===== src/rtl/vga_pkg.sv =====
// Shared 640x480@60 timing constants and the sync bundle used for stage alignment.
package vga_pkg;

  localparam int unsigned CNT_W = 10;

  localparam int unsigned VGA_H_ACTIVE = 640;
  localparam int unsigned VGA_H_FP     = 16;
  localparam int unsigned VGA_H_SYNC   = 96;
  localparam int unsigned VGA_H_BP     = 48;
  localparam int unsigned VGA_V_ACTIVE = 480;
  localparam int unsigned VGA_V_FP     = 10;
  localparam int unsigned VGA_V_SYNC   = 2;
  localparam int unsigned VGA_V_BP     = 33;

  localparam int unsigned VGA_H_TOTAL = VGA_H_ACTIVE + VGA_H_FP + VGA_H_SYNC + VGA_H_BP;
  localparam int unsigned VGA_V_TOTAL = VGA_V_ACTIVE + VGA_V_FP + VGA_V_SYNC + VGA_V_BP;

  // Sync/blank bundle travelling alongside the pixel pipeline.
  typedef struct packed {
    logic hs;
    logic vs;
    logic active;
  } sync_bundle_t;

  // Value held while idle or in reset: syncs deasserted, display blanked.
  localparam sync_bundle_t SYNC_IDLE = '{hs: 1'b1, vs: 1'b1, active: 1'b0};

endpackage


===== src/rtl/vga_delay_line.sv =====
// Pixel-rate shift register that aligns sync/blank with the downstream RGB pipeline.
module vga_delay_line
  import vga_pkg::*;
#(
  parameter int unsigned DEPTH = 2
) (
  input  logic         clk,
  input  logic         rst,
  input  logic         en,
  input  sync_bundle_t din,
  output sync_bundle_t dout
);

  generate
    if (DEPTH == 0) begin : g_pass
      assign dout = din;
    end else begin : g_shift
      sync_bundle_t stage_q [DEPTH];
      sync_bundle_t stage_d [DEPTH];

      // Shift one stage per pixel tick.
      always_comb begin
        stage_d = stage_q;
        if (en) begin
          stage_d[0] = din;
          for (int i = 1; i < int'(DEPTH); i++) begin
            stage_d[i] = stage_q[i-1];
          end
        end
      end

      // Stage registers, reset to the idle bundle.
      always_ff @(posedge clk or posedge rst) begin
        if (rst) begin
          for (int i = 0; i < int'(DEPTH); i++) begin
            stage_q[i] <= SYNC_IDLE;
          end
        end else begin
          stage_q <= stage_d;
        end
      end

      assign dout = stage_q[DEPTH-1];
    end
  endgenerate

endmodule


===== src/rtl/vga_timing.sv =====
// VGA raster timing: pixel strobe, x/y counters, and delayed sync/blank for the DAC.
module vga_timing
  import vga_pkg::*;
#(
  parameter int unsigned CLK_DIV    = 2,
  parameter int unsigned H_ACTIVE   = VGA_H_ACTIVE,
  parameter int unsigned H_FP       = VGA_H_FP,
  parameter int unsigned H_SYNC     = VGA_H_SYNC,
  parameter int unsigned H_BP       = VGA_H_BP,
  parameter int unsigned V_ACTIVE   = VGA_V_ACTIVE,
  parameter int unsigned V_FP       = VGA_V_FP,
  parameter int unsigned V_SYNC     = VGA_V_SYNC,
  parameter int unsigned V_BP       = VGA_V_BP,
  parameter int unsigned PIPE_DELAY = 2
) (
  input  logic             clk,
  input  logic             rst,
  output logic [CNT_W-1:0] x,
  output logic [CNT_W-1:0] y,
  output logic             pix_tick,
  output logic             active,
  output logic             frame_start,
  output logic             vga_clk,
  output logic             hsync,
  output logic             vsync,
  output logic             blank_n,
  output logic             sync_n
);

  localparam int unsigned H_TOTAL = H_ACTIVE + H_FP + H_SYNC + H_BP;
  localparam int unsigned V_TOTAL = V_ACTIVE + V_FP + V_SYNC + V_BP;
  localparam int unsigned DIV_W   = $clog2(CLK_DIV);

  localparam logic [DIV_W-1:0] DIV_LAST = DIV_W'(CLK_DIV - 1);
  localparam logic [DIV_W-1:0] DIV_HALF = DIV_W'(CLK_DIV / 2);

  localparam logic [CNT_W-1:0] H_LAST   = CNT_W'(H_TOTAL - 1);
  localparam logic [CNT_W-1:0] V_LAST   = CNT_W'(V_TOTAL - 1);
  localparam logic [CNT_W-1:0] H_ACT_B  = CNT_W'(H_ACTIVE);
  localparam logic [CNT_W-1:0] V_ACT_B  = CNT_W'(V_ACTIVE);
  localparam logic [CNT_W-1:0] HS_START = CNT_W'(H_ACTIVE + H_FP);
  localparam logic [CNT_W-1:0] HS_END   = CNT_W'(H_ACTIVE + H_FP + H_SYNC);
  localparam logic [CNT_W-1:0] VS_START = CNT_W'(V_ACTIVE + V_FP);
  localparam logic [CNT_W-1:0] VS_END   = CNT_W'(V_ACTIVE + V_FP + V_SYNC);

  generate
    if (H_TOTAL > 1024 || V_TOTAL > 1024) begin : g_bad_total
      $error("vga_timing: H_TOTAL and V_TOTAL must not exceed 1024");
    end
    if (CLK_DIV < 2) begin : g_bad_div
      $error("vga_timing: CLK_DIV must be at least 2");
    end
    if (PIPE_DELAY > 7) begin : g_bad_delay
      $error("vga_timing: PIPE_DELAY must be in 0..7");
    end
  endgenerate

  logic [DIV_W-1:0] div_cnt_q, div_cnt_d;
  logic             pix_tick_q, pix_tick_d;
  logic             vga_clk_q, vga_clk_d;
  logic [CNT_W-1:0] x_q, x_d;
  logic [CNT_W-1:0] y_q, y_d;
  logic             frame_start_q, frame_start_d;
  sync_bundle_t     sync_q, sync_d;
  sync_bundle_t     raw_c;
  sync_bundle_t     dly_c;

  // Clock divider; strobe and DAC clock are decoded from the next count so both are registered.
  always_comb begin
    div_cnt_d = div_cnt_q + DIV_W'(1);
    if (div_cnt_q == DIV_LAST) begin
      div_cnt_d = '0;
    end
    pix_tick_d = (div_cnt_d == DIV_LAST);
    vga_clk_d  = (div_cnt_d >= DIV_HALF);
  end

  // Raster counters; frame_start flags the step that lands on (0,0).
  always_comb begin
    x_d           = x_q;
    y_d           = y_q;
    frame_start_d = 1'b0;
    if (pix_tick_q) begin
      if (x_q == H_LAST) begin
        x_d = '0;
        if (y_q == V_LAST) begin
          y_d           = '0;
          frame_start_d = 1'b1;
        end else begin
          y_d = y_q + CNT_W'(1);
        end
      end else begin
        x_d = x_q + CNT_W'(1);
      end
    end
  end

  // Undelayed sync/active decoded from the current counters.
  always_comb begin
    raw_c        = SYNC_IDLE;
    raw_c.hs     = !((x_q >= HS_START) && (x_q < HS_END));
    raw_c.vs     = !((y_q >= VS_START) && (y_q < VS_END));
    raw_c.active = (x_q < H_ACT_B) && (y_q < V_ACT_B);
  end

  vga_delay_line #(
    .DEPTH(PIPE_DELAY)
  ) u_delay_line (
    .clk  (clk),
    .rst  (rst),
    .en   (pix_tick_q),
    .din  (raw_c),
    .dout (dly_c)
  );

  // Output stage for the delayed bundle.
  always_comb begin
    sync_d = dly_c;
  end

  // All timing state.
  always_ff @(posedge clk or posedge rst) begin
    if (rst) begin
      div_cnt_q     <= '0;
      pix_tick_q    <= 1'b0;
      vga_clk_q     <= 1'b0;
      x_q           <= '0;
      y_q           <= '0;
      frame_start_q <= 1'b0;
      sync_q        <= SYNC_IDLE;
    end else begin
      div_cnt_q     <= div_cnt_d;
      pix_tick_q    <= pix_tick_d;
      vga_clk_q     <= vga_clk_d;
      x_q           <= x_d;
      y_q           <= y_d;
      frame_start_q <= frame_start_d;
      sync_q        <= sync_d;
    end
  end

  assign x           = x_q;
  assign y           = y_q;
  assign pix_tick    = pix_tick_q;
  assign active      = raw_c.active;
  assign frame_start = frame_start_q;
  assign vga_clk     = vga_clk_q;
  assign hsync       = sync_q.hs;
  assign vsync       = sync_q.vs;
  assign blank_n     = sync_q.active;
  assign sync_n      = 1'b0;

endmodule


===== config.mk =====
export PLATFORM = sky130hd
export DESIGN_NAME = vga_timing
export DESIGN_NICKNAME = d
export VERILOG_FILES = /design/src/rtl/vga_pkg.sv /design/src/rtl/vga_delay_line.sv /design/src/rtl/vga_timing.sv
export SDC_FILE = /design/constraint.sdc
export NUM_CORES = 1
export LEC_CHECK = 0
export ABC_AREA = 1
export BUFFER_PORTS_ARGS = -buffer_cell sky130_fd_sc_hd__buf_2
export CAP_MARGIN = 30
export CELL_PAD_IN_SITES_DETAIL_PLACEMENT = 1
export CELL_PAD_IN_SITES_GLOBAL_PLACEMENT = 2
export CORE_ASPECT_RATIO = 0.5
export CORE_MARGIN = 5
export CORE_UTILIZATION = 32
export CTS_BUF_LIST = sky130_fd_sc_hd__clkbuf_16
export CTS_CLUSTER_SIZE = 10
export DETAILED_ROUTE_END_ITERATION = 8
export GPL_TIMING_DRIVEN = 0
export PLACE_DENSITY_LB_ADDON = 0.12
export SLEW_MARGIN = 20
export SYNTH_ARGS = -nofsm -noshare
export SYNTH_HDL_FRONTEND = slang
export SYNTH_SLANG_ARGS = --single-unit

===== constraint.sdc =====
create_clock -name clk -period 1.7 [get_ports clk]
set_input_delay 0.51 -clock clk [delete_from_list [all_inputs] [get_ports clk]]
set_output_delay 0.51 -clock clk [all_outputs]
set_load 0.005 [all_outputs]

==> results.cfg, run 1 <==
[final_layout]
drive_above_1_share = 0.3227
fin_nets = 257
fin_area_sq_mm = 0.002163
diodes = 0
syn_to_final_growth_pct = 28.74

[synthesis]
syn_area_per_cell_sq_um = 8.157
synthDistinctLibCells = 27
synth_warnings = 0
synth-simple-area-share = 0.3120
synth_nets = 213
synthXorXnorAreaFrac = 0.03649
synth-seq-cells = 31
synthMuxAreaShare = 0
netlist_area_sq_mm = 0.001680
synth.largest_area_cell = dfrtp_1
synth_top_family_by_area = simple AND/OR/NAND/NOR gates
synth_cells = 206
seq_area_frac_synth = 0.4661
synth_top_area_frac = 0.3723
async_reset_ff_frac = 1.000
synth_edf_count = 0
synth_area_leaders = dfrtp_1 37%, nand2_1 12%, dfstp_2 9.4%
ys.flop_type = dfrtp_1
synthAdderAreaFrac = 0.03723
synth_compound_area_frac = 0.05510

[detailed_routing]
first_pass_iters = 4
drc_errors = 0
wl_per_cell_um = 13.38
ant_nets = 0
viasPerCell = 4.586
vias = 1472
drt_iter0_drc = 41
drt_wl_total_um = 4295

[critical_path]
regToRegSetupSlack_ns = 0.15
worstPathArrival_ns = 1.22
r2r_end = y[2]
cp_cell_sequence = nor3_4 > nor2_2 > nand2_1 > inv_1 > buf_2
cp_slowest_cell = dfrtp_2
crit_type = reg2out
cp_top_family = flip-flops
max_stage_delay_ns = 0.45
path_max_fanout = 5
cp.required_ns = 1.19
cp-end-kind = output pin
crit_path_start_kind = register
ff2ff_path_depth = 8
critPathBufInv = 2
r2r_start = x[1]

[timing]
layout_setup_ws_ns = -0.03035
finalSetupViolCount = 1
worst_pin_slew_ns = 0.6811
period_share = 1.018
fin_skew_ns = 0.003343
relSlewSlack = 0.5453
slew_violations = 0
max_freq_ghz = 0.5779
fin_crit_ns = 1.730
hold_viol_final = 0
rsz0062_at_grt = true

[place]
port_buffers = 28
gp_congestion = 0.7870
dp_worst_setup_slack_ns = 0.04053
hpwl_um = 3039
post_dp_cell_area_sq_mm = 0.001908

[power]
power.density_mw_per_mm2 = 731.6
leakage_uw = 0.001091
peakVddDrop_v = 0.0003755

[clock_tree]
clk_pin_slew_worst_paths_ns = 0.05
root_buffer = clkbuf_16
clk_latency_ns = 0.27
max-clock-path-buffers = 2
cts_num_sinks = 31
hold_buffers = 0
htree_levels = 2
cts_tree = done
cts_buffers = 5

[global_routing]
grt_pass1_wl_um = 7424
grt.overflow.total = 0
grt_antenna_before_repair = 0
grt_usage = 0.1393
grt_pass1_vias = 1503
grt_max_degree = 32

[floorplanning]
die_width_um = 112.5
dieArea_sq_mm = 0.006888
core-area_sq_mm = 0.005000
io_pins = 30
initial_utilization = 0.3361
num_rows = 18
die_height_um = 61.24

[status]
status = finished with violations
violations = setup timing

[worst_hold_path]
hp-class = in2async

[job]
cap_violations = 0
metrics by stage:
| step | util | hold WS, ns | instances | setup TNS (ns) | power [uW] |
|---|---|---|---|---|---|
| 2_1_floorplan | - | 0.3540 | 206 | 0 | 764.4 |
| 3_3_place_gp | 0.3816 | 0.3562 | 304 | 0 | 770.6 |
| 3_5_place_dp | 0.3816 | 0.3604 | 304 | 0 | 771.2 |
| 4_1_cts | 0.4222 | 0.3672 | 316 | -0.1064 | 1617 |
| 5_1_grt | 0.4327 | 0.3712 | 321 | -0.09361 | 1659 |
| 6_report | 0.4327 | 0.3401 | 321 | -0.03035 | 1583 |
layout make-up:
class / instances / area [sq um]
Buffer: 7 / 45.04
Clock buffer: 5 / 125.1
Clock inverter: 3 / 11.26
Fill cell: 632 / 2836
Inverter: 29 / 113.9
Multi-Input combinational cell: 139 / 784.5
Sequential cell: 31 / 788.3
Tap cell: 70 / 87.58
Timing Repair Buffer: 37 / 207.7
routing by layer:
metal / share of wire / global-route usage / wire length [um]
met1: 0.50 / 0.1814 / 2140
met2: 0.45 / 0.2244 / 1931
met3: 0.039 / 0.04024 / 167
met4: 0.013 / 0.05651 / 56
met5: 0 / 0 / 0
worst register-to-register path: stages, from the launching register on:
cell and delay, ns:
dfrtp_1 0.39, ha_1 0.18, inv_1 0.11, nor2_8 0.16, nand4_4 0.16, nor2_8 0.23
inv_6 0.09, nand2_1 0.08, o21ai_2 0.05
logic make-up (layout without fill, tap and decap cells):
logic type      count (synthesis)  after routing
other cells                     1              1
fa+ha+maj                       5              5
compound gates                 16             16
xor+xnor                        7              7
flops                          31             31
buf+inv                        36             81
simple gates                  110            110
sequential cells by signal, indices dropped and copies added, names as in the netlist:
name,cells
blank_n,1
pix_tick,1
frame_start,1
vsync,1
y,10
u_delay_line.dout,3
u_delay_line.g_shift.stage_q,3
x,10
hsync,1
synthesized netlist by cell type, drive strengths merged (2+ instances only):
cell    n
a21oi   3
buf     6
dfrtp  25
dfstp   6
ha      5
inv    29
nand2  53
nand3  15
nand4   9
nor2   24
nor3    7
o21ai  12
xnor2   2
xor2    5
where the power goes:
| group | switching [uW] | internal, uW | leakage (uW) |
|---|---|---|---|
| clock | 299 | 526 | 0.0000701 |
| sequential | 0 | 740 | 0.000376 |
| combinational | 15.7 | 2.48 | 0.000645 |
| total | 315 | 1270 | 0.00109 |
worst max path at each step:
stage	start	to	slack, ns	depth (start not counted)
finish	y[9]	active	-0.03	5
global route	x[8]	active	-0.09	5
CTS	y[5]	active	-0.11	7
detailed placement	y[5]	active	0.04	7
global placement	rst	x[8]	0.008	2
floorplan	y[5]	active	0.29	6
placed cells by master, fill, tap and decap left out, types with 2 or more instances in the layout:
cell       instances
a21oi_1            3
buf_2             31
buf_4             11
clkbuf_16          5
clkinv_1           2
dfrtp_1           21
dfrtp_2            4
dfstp_2            6
ha_1               5
inv_1             24
inv_2              5
nand2_1           49
nand2_2            3
nand3_1           15
nand4_1            8
nor2_1            18
nor2_2             4
nor2_8             2
nor3_1             5
nor3_4             2
o21ai_0            9
o21ai_2            3
xnor2_1            2
xor2_1             5
timing repair:
action                     4_1_cts  5_1_grt
gates resized for setup         11        6
buffers inserted                 4        5
pin swaps                        3        5
setup endpoints to repair        1        1
Note: power is estimated with default switching activity, not from simulation.
==> run 2: changes to the inputs <==
--- a/config.mk
+++ b/config.mk
@@ -10,7 +10,7 @@
 export CAP_MARGIN = 30
 export CELL_PAD_IN_SITES_DETAIL_PLACEMENT = 1
 export CELL_PAD_IN_SITES_GLOBAL_PLACEMENT = 2
-export CORE_ASPECT_RATIO = 0.5
+export CORE_ASPECT_RATIO = 1.2
 export CORE_MARGIN = 5
 export CORE_UTILIZATION = 32
 export CTS_BUF_LIST = sky130_fd_sc_hd__clkbuf_16
==> run 2 against run 1 <==
The flow still finishes with violations (setup timing). Hold slack better by 0.0030 ns. Cell count shrank 0.93%. Clock skew is 0.0010 ns lower. Worst setup slack got worse by 0.025 ns. Non-clock buffer count rose by 5. Clock power increased by 0.8%. Sequential power about the same. Sequential share of layout area is 0.35 points lower. Critical path depth is 1 higher. Critical path type unchanged. Highest routed layer unchanged.
==> results.cfg, run 2 (synthesized netlist as in run 1, its figures left out) <==
[status]
violations = setup timing
status = finished with violations

[final_layout]
fin_nets = 262
final_cell_mix = 50 x nand2_1, 31 x buf_2, 26 x inv_1, 21 x dfrtp_1, 20 x nor2_1
diodes = 0
syn_to_final_growth_pct = 30.01
final_common_cell = nand2_1
postLayoutCoreUtil = 0.4210
fin_area_sq_mm = 0.002185
nFillCells = 646
drive_above_1_share = 0.3242

[clock_tree]
max-clock-path-buffers = 2
cts_num_sinks = 31
htree_levels = 2
hold_buffers = 0
root_buffer = clkbuf_16
clk_pin_slew_worst_paths_ns = 0.05
cts_buffers = 5
clk_latency_ns = 0.27
cts_tree = done

[timing]
slew_violations = 0
fin_crit_ns = 1.755
max_freq_ghz = 0.5697
rsz0062_at_grt = true
fin_skew_ns = 0.002336
hold_viol_final = 0
layout_setup_ws_ns = -0.05534
finalSetupViolCount = 1
period_share = 1.033
relSlewSlack = 0.5431
worst_pin_slew_ns = 0.6844

[detailed_routing]
drt_iter0_drc = 53
viasPerCell = 4.588
wl_per_cell_um = 13.31
first_pass_iters = 4
drc_errors = 0
vias = 1459
ant_nets = 0
drt_wl_total_um = 4234

[global_routing]
grt_antenna_before_repair = 0
grt_max_degree = 32
grt_usage = 0.1340
grt_pass1_wl_um = 7341
grt_pass1_vias = 1547
grt.overflow.total = 0

[critical_path]
regToRegSetupSlack_ns = 0.15
cp-end-kind = output pin
crit_path_start_kind = register
cp.required_ns = 1.19
crit_type = reg2out
path_max_fanout = 5
worstPathArrival_ns = 1.25

[power]
peakVddDrop_v = 0.0003000
power.density_mw_per_mm2 = 727.9
p_total_uw = 1590
leakage_uw = 0.001121

[floorplanning]
io_pins = 30
die_width_um = 76.15
dieArea_sq_mm = 0.006806
core-area_sq_mm = 0.005189
die_height_um = 89.38
num_rows = 29
initial_utilization = 0.3238

[worst_hold_path]
hp-class = in2async

[place]
dp_worst_setup_slack_ns = 0.009643
post_dp_cell_area_sq_mm = 0.001898
gp_congestion = 0.7220
port_buffers = 28
hpwl_um = 3003

[job]
cap_violations = 0
-- run 2: cell type report --
cell class,instances,area [sq um],area share
Sequential cell,31,788.3,0.3608
Multi-Input combinational cell,139,777.0,0.3557
Timing Repair Buffer,42,245.2,0.1123
Clock buffer,5,125.1,0.05727
Inverter,29,113.9,0.05212
Tap cell,62,77.57,0.03551
Buffer,7,45.04,0.02062
Clock inverter,3,12.51,0.005727
-- run 2: power by group --
group          leakage, uW  switching (uW)  internal (uW)
Sequential        0.000376               0            740
Combinational     0.000669            15.8           2.48
Clock            0.0000762             305            528
Total              0.00112             320           1270
-- run 2: final timing paths --
path | cells past startpoint | endpoint | startpoint
max | 6 | active | x[8]
min | 2 | y[2] | rst
max reg2reg | 8 | y[5] | x[1]
min reg2reg | 0 | vsync | u_delay_line.dout[1]
max in group asynchronous | 2 | y[7] | rst
min in group clk | 0 | vsync | u_delay_line.dout[1]
-- run 2: metrics by stage --
step | std cells | TNS (ns) | hold WS, ns
3_5_place_dp | 296 | 0 | 0.3583
5_1_grt | 318 | -0.1525 | 0.3734
3_3_place_gp | 296 | -1.392 | 0.3573
2_1_floorplan | 206 | 0 | 0.3540
6_report | 318 | -0.05534 | 0.3431
4_1_cts | 314 | -0.1136 | 0.3663
-- run 2: repair_timing --
action                                  in CTS  in global routing
endpoints found under the setup margin       1                  1
gates resized for setup                     10                  3
pin swaps                                    4                  2
setup buffers                               10                  4
-- run 2: per-layer routing --
layer	up-vias	wire, um	track usage	share of wire
met5	-	0	0	0
met2	21	2169	0.2469	0.51
li1	743	-	-	-
met1	689	1861	0.1496	0.44
met4	0	74	0.06041	0.017
met3	6	129	0.02823	0.030
-- run 2: critical path: stages, from the launching register on --
cell,delay [ns]
dfrtp_2,0.44
nand2_1,0.11
inv_2,0.07
nor2_1,0.11
nand2_1,0.08
inv_1,0.05
buf_2,0.10
==> run 3: changes to the inputs <==
--- a/config.mk
+++ b/config.mk
@@ -18,6 +18,7 @@
 export DETAILED_ROUTE_END_ITERATION = 8
 export GPL_TIMING_DRIVEN = 0
 export PLACE_DENSITY_LB_ADDON = 0.12
+export SETUP_SLACK_MARGIN = 0.1
 export SLEW_MARGIN = 20
 export SYNTH_ARGS = -nofsm -noshare
 export SYNTH_HDL_FRONTEND = slang
==> run 3 against run 2 <==
The flow still finishes with violations (setup timing). Flip-flop and latch count unchanged. Die area unchanged. Maximum frequency decreased by 0.36%. Worst setup slack worse by 0.0064 ns. Largest power group unchanged. Highest routed layer unchanged.
==> results.cfg, run 3 (synthesized netlist as in run 1, its figures left out) <==
[critical_path]
regToRegSetupSlack_ns = 0.25
setup.worst_path.start = x[8]
cp_slowest_cell = dfrtp_2
max_stage_delay_ns = 0.44
cp.required_ns = 1.19
path_max_fanout = 5
worstPathArrival_ns = 1.25
cp-end-kind = output pin
endpoint = active
cp_top_family = flip-flops
r2r_start = x[1]
cp_cell_sequence = nand2_1 > inv_2 > nor2_1 > nand2_1 > inv_1 > buf_2
crit_type = reg2out
critPathBufInv = 3
cp.depth = 6
cpMostUsedCell = nand2_1
r2r_end = y[5]
crit_path_start_kind = register
ff2ff_path_depth = 8

[detailed_routing]
vias = 1490
drc_errors = 0
wl_per_cell_um = 13.57
viasPerCell = 4.627
drt_iter0_drc = 42
drt_wl_total_um = 4371
first_pass_iters = 4
ant_nets = 0

[final_layout]
postLayoutCoreUtil = 0.4316
diodes = 0
nFillCells = 649
drive_above_1_share = 0.3500
stdcell_count = 322
syn_to_final_growth_pct = 33.28
final_common_cell = nand2_1
regArea_sq_um = 788.3
multi_input_area_sq_um = 795.8
fin_nets = 266
final_cell_mix = 49 x nand2_1, 30 x buf_2, 25 x inv_1, 21 x dfrtp_1, 19 x nor2_1

[place]
gp_congestion = 0.7220
placedCellCount = 296
hpwl_um = 3003
port_buffers = 28

[global_routing]
grt_pass1_wl_um = 7341
grt_pass1_vias = 1547
grt.overflow.total = 0
grt_antenna_before_repair = 0
grt_usage = 0.1340
grt_max_degree = 32

[timing]
fin_crit_ns = 1.762
slew_violations = 0
rsz0062_at_grt = true
relSlewSlack = 0.5398
fin_skew_ns = 0.001697
max_freq_ghz = 0.5676
worst_pin_slew_ns = 0.6893
hold_viol_final = 0
finalSetupViolCount = 1
layout_setup_ws_ns = -0.06170
period_share = 1.036

[power]
peakVddDrop_v = 0.0003023
p_total_uw = 1591
leakage_uw = 0.001136
power.density_mw_per_mm2 = 710.3

[floorplanning]
die_height_um = 89.38
io_pins = 30
die_width_um = 76.15
dieArea_sq_mm = 0.006806
initial_utilization = 0.3238
core-area_sq_mm = 0.005189
num_rows = 29

[clock_tree]
clk_pin_slew_worst_paths_ns = 0.05
max-clock-path-buffers = 2
clk_latency_ns = 0.27
cts_num_sinks = 31
cts_tree = done
root_buffer = clkbuf_16
cts_buffers = 5
htree_levels = 2

[status]
status = finished with violations
violations = setup timing

[worst_hold_path]
hp-class = in2async

[job]
cap_violations = 0
## run 3: how the worst min path moves through the flow
stage / startpoint / end / slack, ns / depth (start not counted)
floorplan: u_delay_line.dout[2] / hsync / 0.35 / 0
CTS: u_delay_line.dout[1] / vsync / 0.37 / 0
global placement: u_delay_line.dout[1] / vsync / 0.36 / 0
global route: u_delay_line.dout[2] / hsync / 0.37 / 0
detailed placement: u_delay_line.dout[1] / vsync / 0.36 / 0
finish: rst / y[2] / 0.35 / 2
## run 3: layer usage
metal  GRT usage  up-vias  wire length (um)
li1            -      750                 -
met4     0.06041        0                76
met3     0.02823        6               124
met5           0        -                 0
met2      0.2469       19              2272
met1      0.1496      715              1898
## run 3: layout make-up
type	count	share of cell area
Buffer	7	0.02011
Tap cell	62	0.03464
Sequential cell	31	0.3520
Multi-Input combinational cell	140	0.3553
Clock inverter	3	0.005587
Inverter	29	0.05084
Clock buffer	5	0.05587
Timing Repair Buffer	45	0.1257
## run 3: repair_timing
item | 4_1_cts | 5_1_grt
hold buffers | 0 | 0
buffers inserted | 10 | 7
resized for setup | 10 | 10
pin swaps | 4 | 4
gates cloned | 0 | 1
endpoints found under the setup margin | 1 | 11
## run 3: power by group
part	switching [uW]	internal (uW)	leakage, uW
logic	15.9	2.48	0.000684
clock network	305	528	0.0000762
registers	0	740	0.000376
total	321	1270	0.00114
## run 3: metrics by stage
step                worst slack (ns)  hold slack (ns)  TNS (ns)  area (sq um)
finish                      -0.06170           0.3462  -0.06170          2240
global route                 -0.1525           0.3734   -0.1525          2240
CTS                          -0.1136           0.3663   -0.1136          2145
detailed placement          0.009643           0.3583         0          1898
global placement            -0.05787           0.3573    -1.392          1898
floorplan                     0.2935           0.3540         0          1680
